**src/rtl/id_stage.sv**
```systemverilog
// Decode stage of the 5-stage core: IF/ID register, register file, decoder,
// branch/jump resolution, decode-side hazard detection and the ID/EX register.
module id_stage #(
  parameter logic [31:0] NOP_INSTN = 32'h0000_0000
) (
  input  logic        clk,
  input  logic        rst_n,
  input  logic [31:0] instnF,
  input  logic [31:0] pcplus4F,
  output logic        pcsrcD,
  output logic [31:0] pcbranchD,
  output logic        stallF,
  input  logic        regwriteW,
  input  logic [4:0]  writeregW,
  input  logic [31:0] resultW,
  input  logic        regwriteM,
  input  logic        memregM,
  input  logic [4:0]  writeregM,
  input  logic [31:0] aluoutM,
  output logic        regwriteE,
  output logic        memregE,
  output logic        memwriteE,
  output logic        alusrcE,
  output logic        regdstE,
  output logic [2:0]  aluctrlE,
  output logic [31:0] AE,
  output logic [31:0] BE,
  output logic [31:0] signimmE,
  output logic [4:0]  rsE,
  output logic [4:0]  rtE,
  output logic [4:0]  rdE
);

  typedef enum logic [5:0] {
    OP_RTYPE = 6'h00, OP_J = 6'h02, OP_BEQ = 6'h04,
    OP_ADDI  = 6'h08, OP_LW = 6'h23, OP_SW = 6'h2B
  } op_e;

  typedef enum logic [5:0] {
    FN_ADD = 6'h20, FN_SUB = 6'h22, FN_AND = 6'h24, FN_OR = 6'h25, FN_SLT = 6'h2A
  } funct_e;

  typedef enum logic [2:0] {
    ALU_AND = 3'b000, ALU_OR = 3'b001, ALU_ADD = 3'b010, ALU_SUB = 3'b110, ALU_SLT = 3'b111
  } alu_e;

  typedef struct packed {
    logic       regwrite;
    logic       memreg;
    logic       memwrite;
    logic       alusrc;
    logic       regdst;
    logic       branch;
    logic       jump;
    logic [2:0] aluctrl;
  } ctrl_t;

  typedef struct packed {
    logic        regwrite;
    logic        memreg;
    logic        memwrite;
    logic        alusrc;
    logic        regdst;
    logic [2:0]  aluctrl;
    logic [31:0] a;
    logic [31:0] b;
    logic [31:0] imm;
    logic [4:0]  rs;
    logic [4:0]  rt;
    logic [4:0]  rd;
  } idex_t;

  logic [31:0] instn_d, pcplus4_d;
  logic [4:0]  rs_d, rt_d, rd_d;
  logic [31:0] signimm_d, rd1, rd2, cmp_a, cmp_b;
  logic [31:0] branch_target, jump_target;
  logic [4:0]  writereg_e;
  logic        lwstall, branchstall, stall_d;
  ctrl_t       ctrl;
  idex_t       ex_q;
  logic [31:0] rf [32];

  assign rs_d      = instn_d[25:21];
  assign rt_d      = instn_d[20:16];
  assign rd_d      = instn_d[15:11];
  assign signimm_d = {{16{instn_d[15]}}, instn_d[15:0]};

  // NOTE: every field gets a default before the case, so no path can infer a latch.
  always_comb begin
    ctrl = '0;
    case (instn_d[31:26])
      OP_RTYPE: begin
        ctrl.regwrite = 1'b1;
        ctrl.regdst   = 1'b1;
        case (instn_d[5:0])
          FN_ADD:  ctrl.aluctrl = ALU_ADD;
          FN_SUB:  ctrl.aluctrl = ALU_SUB;
          FN_AND:  ctrl.aluctrl = ALU_AND;
          FN_OR:   ctrl.aluctrl = ALU_OR;
          FN_SLT:  ctrl.aluctrl = ALU_SLT;
          default: ctrl = '0;
        endcase
      end
      OP_LW: begin
        ctrl.regwrite = 1'b1;
        ctrl.alusrc   = 1'b1;
        ctrl.memreg   = 1'b1;
        ctrl.aluctrl  = ALU_ADD;
      end
      OP_SW: begin
        ctrl.memwrite = 1'b1;
        ctrl.alusrc   = 1'b1;
        ctrl.aluctrl  = ALU_ADD;
      end
      OP_ADDI: begin
        ctrl.regwrite = 1'b1;
        ctrl.alusrc   = 1'b1;
        ctrl.aluctrl  = ALU_ADD;
      end
      OP_BEQ:  ctrl.branch = 1'b1;
      OP_J:    ctrl.jump   = 1'b1;
      default: ctrl = '0;
    endcase
  end

  // NOTE: the register file must clear on reset, so it is built from flops rather than a RAM macro.
  always_ff @(posedge clk or negedge rst_n) begin
    if (!rst_n) begin
      for (int i = 0; i < 32; i++) rf[i] <= '0;
    end else if (regwriteW && writeregW != 5'd0) begin
      rf[writeregW] <= resultW;
    end
  end

  // Reads bypass the writeback port so a same-cycle write is visible.
  assign rd1 = (rs_d == 5'd0) ? '0 : (regwriteW && writeregW == rs_d) ? resultW : rf[rs_d];
  assign rd2 = (rt_d == 5'd0) ? '0 : (regwriteW && writeregW == rt_d) ? resultW : rf[rt_d];

  assign cmp_a = (rs_d != 5'd0 && rs_d == writeregM && regwriteM) ? aluoutM : rd1;
  assign cmp_b = (rt_d != 5'd0 && rt_d == writeregM && regwriteM) ? aluoutM : rd2;

  assign branch_target = pcplus4_d + {signimm_d[29:0], 2'b00};
  assign jump_target   = {pcplus4_d[31:28], instn_d[25:0], 2'b00};
  assign pcbranchD     = ctrl.jump ? jump_target : branch_target;

  assign writereg_e  = regdstE ? rdE : rtE;
  assign lwstall     = memregE && (rtE == rs_d || rtE == rt_d);
  assign branchstall = ctrl.branch &&
                       ((regwriteE && writereg_e != 5'd0 && (writereg_e == rs_d || writereg_e == rt_d)) ||
                        (memregM && writeregM != 5'd0 && (writeregM == rs_d || writeregM == rt_d)));
  assign stall_d     = lwstall || branchstall;
  assign stallF      = stall_d;

  // A stalled branch must not redirect; it re-resolves once its operands are ready.
  assign pcsrcD = !stall_d && ((ctrl.branch && cmp_a == cmp_b) || ctrl.jump);

  // NOTE: sequential state uses non-blocking assignments so all flops update from pre-edge values.
  always_ff @(posedge clk or negedge rst_n) begin
    if (!rst_n) begin
      instn_d   <= NOP_INSTN;
      pcplus4_d <= '0;
    end else if (!stall_d) begin
      if (pcsrcD) begin
        instn_d   <= NOP_INSTN;
        pcplus4_d <= '0;
      end else begin
        instn_d   <= instnF;
        pcplus4_d <= pcplus4F;
      end
    end
  end

  always_ff @(posedge clk or negedge rst_n) begin
    if (!rst_n) begin
      ex_q <= '0;
    end else if (stall_d) begin
      ex_q <= '0;
    end else begin
      ex_q.regwrite <= ctrl.regwrite;
      ex_q.memreg   <= ctrl.memreg;
      ex_q.memwrite <= ctrl.memwrite;
      ex_q.alusrc   <= ctrl.alusrc;
      ex_q.regdst   <= ctrl.regdst;
      ex_q.aluctrl  <= ctrl.aluctrl;
      ex_q.a        <= rd1;
      ex_q.b        <= rd2;
      ex_q.imm      <= signimm_d;
      ex_q.rs       <= rs_d;
      ex_q.rt       <= rt_d;
      ex_q.rd       <= rd_d;
    end
  end

  assign regwriteE = ex_q.regwrite;
  assign memregE   = ex_q.memreg;
  assign memwriteE = ex_q.memwrite;
  assign alusrcE   = ex_q.alusrc;
  assign regdstE   = ex_q.regdst;
  assign aluctrlE  = ex_q.aluctrl;
  assign AE        = ex_q.a;
  assign BE        = ex_q.b;
  assign signimmE  = ex_q.imm;
  assign rsE       = ex_q.rs;
  assign rtE       = ex_q.rt;
  assign rdE       = ex_q.rd;

endmodule
```
**config.mk**
```make
export PLATFORM = sky130hd
export DESIGN_NAME = id_stage
export DESIGN_NICKNAME = d
export VERILOG_FILES = /design/src/rtl/id_stage.sv
export SDC_FILE = /design/constraint.sdc
export NUM_CORES = 2
export LEC_CHECK = 0
export CORE_MARGIN = 1
export CORE_UTILIZATION = 40
export CTS_CLUSTER_DIAMETER = 120
export DETAILED_ROUTE_END_ITERATION = 6
export GPL_TIMING_DRIVEN = 0
export HOLD_SLACK_MARGIN = 0.15
export MAX_ROUTING_LAYER = met4
export PLACE_DENSITY = 0.65
export SYNTH_ARGS = -nofsm -noshare
export SYNTH_HDL_FRONTEND = slang
export SYNTH_SLANG_ARGS = --single-unit
```
**constraint.sdc**
```tcl
create_clock -name clk -period 8.08 [get_ports clk]
set_input_delay 1.212 -clock clk [delete_from_list [all_inputs] [get_ports clk]]
set_output_delay 1.212 -clock clk [all_outputs]
set_load 0.05 [all_outputs]
```
* Word level (Yosys, flattened, before mapping) *
Index checks and enable logic that the tools add are counted.

cells by class
  mux-type cells = 30
  bitwise logic cells = 3
  equal/unequal tests = 21
  reduce and logical (&&, ||, !) cells = 34
  $add $sub $neg = 1
  order comparisons = 4

operator list
  kind                                                                           number
  1024-bit bitwise mux                                                           1
  32-bit 2-to-1 mux                                                              14
  32-bit binary-select mux with 5-bit select                                     2
  32-bit demux with 5-bit select                                                 1
  119-bit 2-to-1 mux                                                             1
  5-bit equality test                                                            10
  6-bit equality test (second input constant)                                    7
  32-bit adder                                                                   1
  32-bit equality test                                                           1
  5-bit nonzero test                                                             5
  6-bit greater-or-equal comparator (second input constant)                      3
  5-bit inverter with 6-bit output                                               3
  1-bit logical AND                                                              16
  1-bit case mux with 2 select lines                                             6
  3-bit case mux with 4 select lines                                             1
  5-bit logical NOT                                                              2
  7-bit 2-to-1 mux                                                               1
  6-bit by 2-bit equality test with 1-bit output (second input constant)         1
  6-bit by 3-bit equality test with 1-bit output (second input constant)         1
  6-bit by 4-bit equality test with 1-bit output (second input constant)         1
  6-bit logical NOT                                                              1
  1-bit logical OR                                                               6
  6-bit by 1-bit less-than comparator with 1-bit output (second input constant)  1
  3-bit case mux with 2 select lines                                             1
  6 further kinds                                                                6

word-level totals
  bits in registers = 1207
  output and inout port bits = 153
  input bits = 143
  word-level logic and storage cells = 139

* Depth between registers and ports, before layout *
  word-level depth = 12
  gate-level depth with buffers = 20
  gate-level depth less buffers = 14

* Least setup slack after synthesis *
Ideal clock, no wire load.

  kind = input port to output port
  start point = input port writeregW[2]
  end point = output port pcsrcD
  required time = 6.868 ns
  arrival time = 4.903 ns
  setup slack = 1.965 ns
  path buffers = 2
  stages on the path = 13
  cells stage by stage = clkbuf_1 xnor2_1 nand4_1 nor2_1 clkbuf_1 nand3_1 o31a_1 a221o_1 o22ai_1 o31ai_1 or4_4 or4_1 o21ai_1

on the way
  word-level cells in the longest chain between the ends = 9
  elaborated cells between the ends (all ways) = 14
  classes of those cells = eq/ne: 3; mux: 6; reduce/logical: 5

RTL lines
  element                                                   line      RTL
  from (decl)                                               14        input logic [4:0] writeregW,
  5-bit equality test, on equally long branches             136, 137
  1-bit logical AND, on equally long branches               136, 137
  32-bit 2-to-1 mux, on equally long branches (2 in a row)  136, 137
  32-bit 2-to-1 mux, on equally long branches               139, 140
  32-bit equality test *                                    155       assign pcsrcD = !stall_d && ((ctrl.branch && cmp_a == cmp_b) || ctrl.jump);
  1-bit logical AND *                                       155
  1-bit logical OR *                                        155
  1-bit logical AND *                                       155
  to (decl)                                                 10        output logic pcsrcD,

Every way passes the cells marked *; elsewhere a longest branch is shown, timed or not.

* Worst setup path in the final report *
  start point = register instn_d[22]
  end point = output port pcsrcD

on the way
  word-level cells in the longest chain between the ends = 11
  elaborated cells between the ends (all ways) = 31
  classes of those cells = eq/ne: 6; mux: 6; bitwise: 1; reduce/logical: 18

RTL lines
  element                                                 line  RTL
  from (decl)                                             73    logic [31:0] instn_d, pcplus4_d;
  from (signal assigned)                                  167   instn_d <= instnF;
  5-bit inverter with 6-bit output (not written as such)  136   assign rd1 = (rs_d == 5'd0) ? '0 : (regwriteW && writeregW == rs_d) ? resultW : rf[rs_d];
  32-bit binary-select mux with 5-bit select              136
  32-bit 2-to-1 mux (not written as such) (2 in a row)    136
  32-bit 2-to-1 mux (2 in a row)                          136
  32-bit 2-to-1 mux                                       139   assign cmp_a = (rs_d != 5'd0 && rs_d == writeregM && regwriteM) ? aluoutM : rd1;
  32-bit equality test                                    155
  1-bit logical AND                                       155
  1-bit logical OR                                        155
  1-bit logical AND *                                     155

Every way passes the cells marked *; elsewhere a longest branch is shown, timed or not. The select of a mux whose other input is x is not followed.

==> results.toml <==
[run_status]
run_status = "complete, but fails checks"
failed_checks = "design-rule violations, max-capacitance violations, max-slew violations, negative setup slack"

[finish]
drive_above_1_share_pct = 36.68
layout.nets = 5667
syn2layout_area_growth_pct = 17.37
fillerInstances = 14790
stdcell_area_mm2 = 0.07778

[yosys]
netlist.top_cell.by_area = "sky130_fd_sc_hd__dfrtp_1"
synth_cells = 5040
synth.lib_cells_used.distinct = 97
ys_warn_count = 0
seq_area_frac_synth_pct = 44.79
synth_flop_cell = "sky130_fd_sc_hd__dfrtp_1"
synth_async_sr_flop_share_pct = 100.0
post_synth_main_area_contributors = "sky130_fd_sc_hd__dfrtp_1 45%, sky130_fd_sc_hd__mux2_2 16%, sky130_fd_sc_hd__mux4_2 16%, sky130_fd_sc_hd__mux2i_1 2.7%, sky130_fd_sc_hd__clkbuf_1 1.9%"
synth_fp_nets = 5213
post_synth_instance_area_mm2 = 0.06626
syn-mean-instance-area_um2 = 13.15
edff_count_synth = 0
netlist.area_leader.share_pct = 44.79
synth_seq_cells = 1186

[sta]
rel_slew_slack_pct = -8.197
fin_crit_ps = 8150
worst-slew-pin-transition_ps = 1623
maxSlewViolCount = 135
finalClockSkew_ps = 37.68
maxClockFrequency_mhz = 122.7
hold-worst-slack_ps = 244.9
timing_hold_violations_final = 0
fraction_of_the_cycle_the_final_worst_path_needs_pct = 100.9
grt_setup_unrepaired = "true"
setup-tns-final_ps = -69.76
final-setup-viol-count = 1
setup_ws_ps = -69.76

[job]
max_cap_violations = 14

[floorplanning]
dieWidth_um = 409.0
die_height_um = 409.0
design.die.area_mm2 = 0.1673
num_rows = 149
io_pins = 296
placeableCoreArea_mm2 = 0.1646
start_util_pct = 40.25

[setup_path]
cp_data_required_time_ps = 6870
rr_startpoint = "instn_d[21]"
cp-start-kind = "register"
critical_path.reg2reg.endpoint = "AE[24]"
critPathCaptureType = "output port"
data_arrival_critical_path_ps = 6940
ff2ff_setup_slack_ps = 840
crit_fanout = 10
timing.reg2reg.worst_path_depth = 19
worst_setup_path_type = "register to output port"

[routing]
ant_nets = 0
via_per_inst = 6.846
drt_first_iter_violations = 8289
drt_pre_antenna_iters = 7
wl_per_cell_um = 43.01
post-route-drc-count = 9
totalWireLength_um = 336700
via_count = 53580

[global_route]
antenna_violations_before_repair = 25
gr-total-overflow = 0
largest_net_degree_at_the_start_of_global_routing = 180
groute.usage.overall_pct = 41.06
via_count_of_the_first_global_routing_pass = 51770
first_pass_grt_wire_length_um = 450300

[cts]
cts-buffers-inserted = 139
worstSkewPairLatency_ps = 810
clkSlewWorstSetupHoldPaths_ps = 60
ctsHtreeMaxLevel = 4
sinks_on_the_clock_net = 1186
root_buffer = "sky130_fd_sc_hd__clkbuf_16"
tritoncts = "yes"
worst_case_clock_buffer_depth = 3
holdBufCountCts = 0

[power]
vdd_drop_max_mv = 0.2261
cellLeakagePower_nw = 33.22
total_power_mw = 20.23
power.density_mw_per_mm2 = 260.1

[placed_design]
io_buffer_count = 287
place_hpwl_um = 240200
detailedPlace.worstSlack_ps = -2095
globalplace.congestion = 1.134
dpl-instance-area_mm2 = 0.07239

[min_path]
hold_path.class = "primary input to asynchronous set/reset pin"
==> cell families after synthesis <==
logic type / after synthesis / synth area share [%]
compound gates: 725 / 7.708
xor+xnor: 85 / 1.123
fa+ha+maj: 30 / 0.5778
buf+inv: 556 / 4.390
flops: 1186 / 44.79
mux: 1610 / 34.95
simple gates: 848 / 6.461
==> worst max path at each step <==
| stage | slack [ps] | endpoint | start |
|---|---|---|---|
| finish | -70 | pcsrcD | instn_d[22] |
| global route | -30 | pcsrcD | instn_d[22] |
| CTS | 0.8 | pcsrcD | instn_d[20] |
| detailed placement | -2100 | pcsrcD | instn_d[18] |
| global placement | -49030 | rf[221] | rst_n |
| floorplan | 1960 | pcsrcD | writeregW[2] |
==> layer usage <==
layer / up-vias / part of all wire [%] / track usage [%]
met5: - / 0 / -
met4: 0 / 9.0 / 30.06
met3: 1193 / 14 / 18.46
met2: 4407 / 40 / 54.48
met1: 27820 / 36 / 48.61
li1: 20170 / - / -
==> state kept, by name, indices dropped and copies added (netlist names) <==
| signal | count |
|---|---|
| aluctrlE | 3 |
| memregE | 1 |
| rsE | 5 |
| regdstE | 1 |
| regwriteE | 1 |
| signimmE | 12 |
| alusrcE | 1 |
| rtE | 5 |
| BE | 32 |
| rdE | 4 |
| instn_d | 32 |
| AE | 32 |
| rf | 1024 |
| memwriteE | 1 |
| pcplus4_d | 32 |
==> what timing repair did <==
action                     CTS  global route
pin swaps                    5             1
setup endpoints to repair   74             3
setup buffers                9             2
gates resized for setup    130            28
==> synthesized netlist by cell type (8+ instances only) <==
library cell / count
sky130_fd_sc_hd__a22oi_1: 94
sky130_fd_sc_hd__nor4_1: 15
sky130_fd_sc_hd__clkbuf_1: 335
sky130_fd_sc_hd__xor2_1: 31
sky130_fd_sc_hd__buf_2: 75
sky130_fd_sc_hd__a21o_1: 16
sky130_fd_sc_hd__buf_1: 10
sky130_fd_sc_hd__mux2_2: 967
sky130_fd_sc_hd__buf_4: 63
sky130_fd_sc_hd__buf_12: 8
sky130_fd_sc_hd__a221oi_1: 26
sky130_fd_sc_hd__mux4_2: 465
sky130_fd_sc_hd__o22ai_1: 50
sky130_fd_sc_hd__inv_1: 19
sky130_fd_sc_hd__o21ai_0: 103
sky130_fd_sc_hd__o21ai_1: 8
sky130_fd_sc_hd__nand4_1: 22
sky130_fd_sc_hd__a21oi_1: 111
sky130_fd_sc_hd__o211ai_1: 68
sky130_fd_sc_hd__and3_1: 31
sky130_fd_sc_hd__ha_1: 29
sky130_fd_sc_hd__nand2_1: 228
sky130_fd_sc_hd__nor3b_1: 13
sky130_fd_sc_hd__nor2b_1: 25
sky130_fd_sc_hd__nand3b_1: 14
sky130_fd_sc_hd__or3_1: 15
sky130_fd_sc_hd__a31oi_1: 19
sky130_fd_sc_hd__nand3_1: 118
sky130_fd_sc_hd__nand2b_1: 80
sky130_fd_sc_hd__a211oi_1: 34
sky130_fd_sc_hd__xnor2_1: 54
sky130_fd_sc_hd__nor3_1: 46
sky130_fd_sc_hd__dfrtp_1: 1186
sky130_fd_sc_hd__buf_8: 9
sky130_fd_sc_hd__o31ai_1: 17
sky130_fd_sc_hd__o221ai_1: 23
sky130_fd_sc_hd__mux2i_1: 177
sky130_fd_sc_hd__a22o_1: 37
sky130_fd_sc_hd__or2_2: 14
sky130_fd_sc_hd__o21a_1: 13
sky130_fd_sc_hd__nor2_1: 149
sky130_fd_sc_hd__and2_1: 44
sky130_fd_sc_hd__buf_6: 34
==> cell usage in the layout, fill, tap and decap left out, types with 36 or more instances in the layout <==
cell type	netlist	routed
sky130_fd_sc_hd__clkbuf_1	335	281
sky130_fd_sc_hd__o22ai_1	50	49
sky130_fd_sc_hd__a22oi_1	94	93
sky130_fd_sc_hd__nand2b_1	80	80
sky130_fd_sc_hd__dfrtp_1	1186	1182
sky130_fd_sc_hd__o21ai_0	103	103
sky130_fd_sc_hd__mux2i_1	177	175
sky130_fd_sc_hd__a21oi_1	111	103
sky130_fd_sc_hd__nor3_1	46	43
sky130_fd_sc_hd__mux4_2	465	465
sky130_fd_sc_hd__buf_2	75	38
sky130_fd_sc_hd__clkbuf_2	0	70
sky130_fd_sc_hd__and2_1	44	43
sky130_fd_sc_hd__nand3_1	118	117
sky130_fd_sc_hd__nor2_1	149	144
sky130_fd_sc_hd__o211ai_1	68	68
sky130_fd_sc_hd__buf_4	63	98
sky130_fd_sc_hd__clkdlybuf4s50_1	0	284
sky130_fd_sc_hd__clkbuf_16	0	142
sky130_fd_sc_hd__a22o_1	37	36
sky130_fd_sc_hd__nand2_1	228	227
sky130_fd_sc_hd__xnor2_1	54	54
sky130_fd_sc_hd__buf_6	34	48
sky130_fd_sc_hd__mux2_2	967	967
==> where the power goes <==
part,internal (mW),leakage [nW],switching [mW]
sequential,7.03,15.0,0.820
clock,3.89,2.36,2.77
combinational,2.55,15.9,3.17
==> metrics by stage <==
step | utilization, % | std cells
after global routing | 47.23 | 7816
after CTS | 47.15 | 7792
final | 47.25 | 7827
after global placement | 43.66 | 7516
after detailed placement | 43.97 | 7536
after floorplan | - | 5040
==> worst max-delay path, cell delays in order (launching register included) <==
cell                       delay (ps)
sky130_fd_sc_hd__dfrtp_2          520
sky130_fd_sc_hd__buf_4            390
sky130_fd_sc_hd__buf_6            260
sky130_fd_sc_hd__buf_4            320
sky130_fd_sc_hd__buf_6            340
sky130_fd_sc_hd__buf_6            360
sky130_fd_sc_hd__buf_4            390
sky130_fd_sc_hd__buf_6            310
sky130_fd_sc_hd__mux2i_1          220
sky130_fd_sc_hd__a22oi_1          120
sky130_fd_sc_hd__nand3_1          210
sky130_fd_sc_hd__nand3_1          280
sky130_fd_sc_hd__o21ai_1          330
sky130_fd_sc_hd__o32a_1           220
sky130_fd_sc_hd__o22ai_1           90
sky130_fd_sc_hd__nor4_1           390
sky130_fd_sc_hd__nand4_1          130
sky130_fd_sc_hd__buf_4            180
sky130_fd_sc_hd__or4_1            500
sky130_fd_sc_hd__o21ai_1          200
sky130_fd_sc_hd__clkbuf_4         310
==> layout make-up <==
class / count / area [um2] / share of cell area [%]
repair buffers: 318 / 3369 / 4.332
diodes: 33 / 82.58 / 0.1062
inverters: 22 / 88.84 / 0.1142
flip-flops and latches: 1186 / 29680 / 38.17
clock inverters: 51 / 670.6 / 0.8623
clock buffers: 201 / 4085 / 5.252
plain buffers: 529 / 3102 / 3.988
well taps: 2189 / 2739 / 3.522
multi-input cells: 3298 / 33960 / 43.66
No activity file was read; power rests on OpenSTA's default activity.
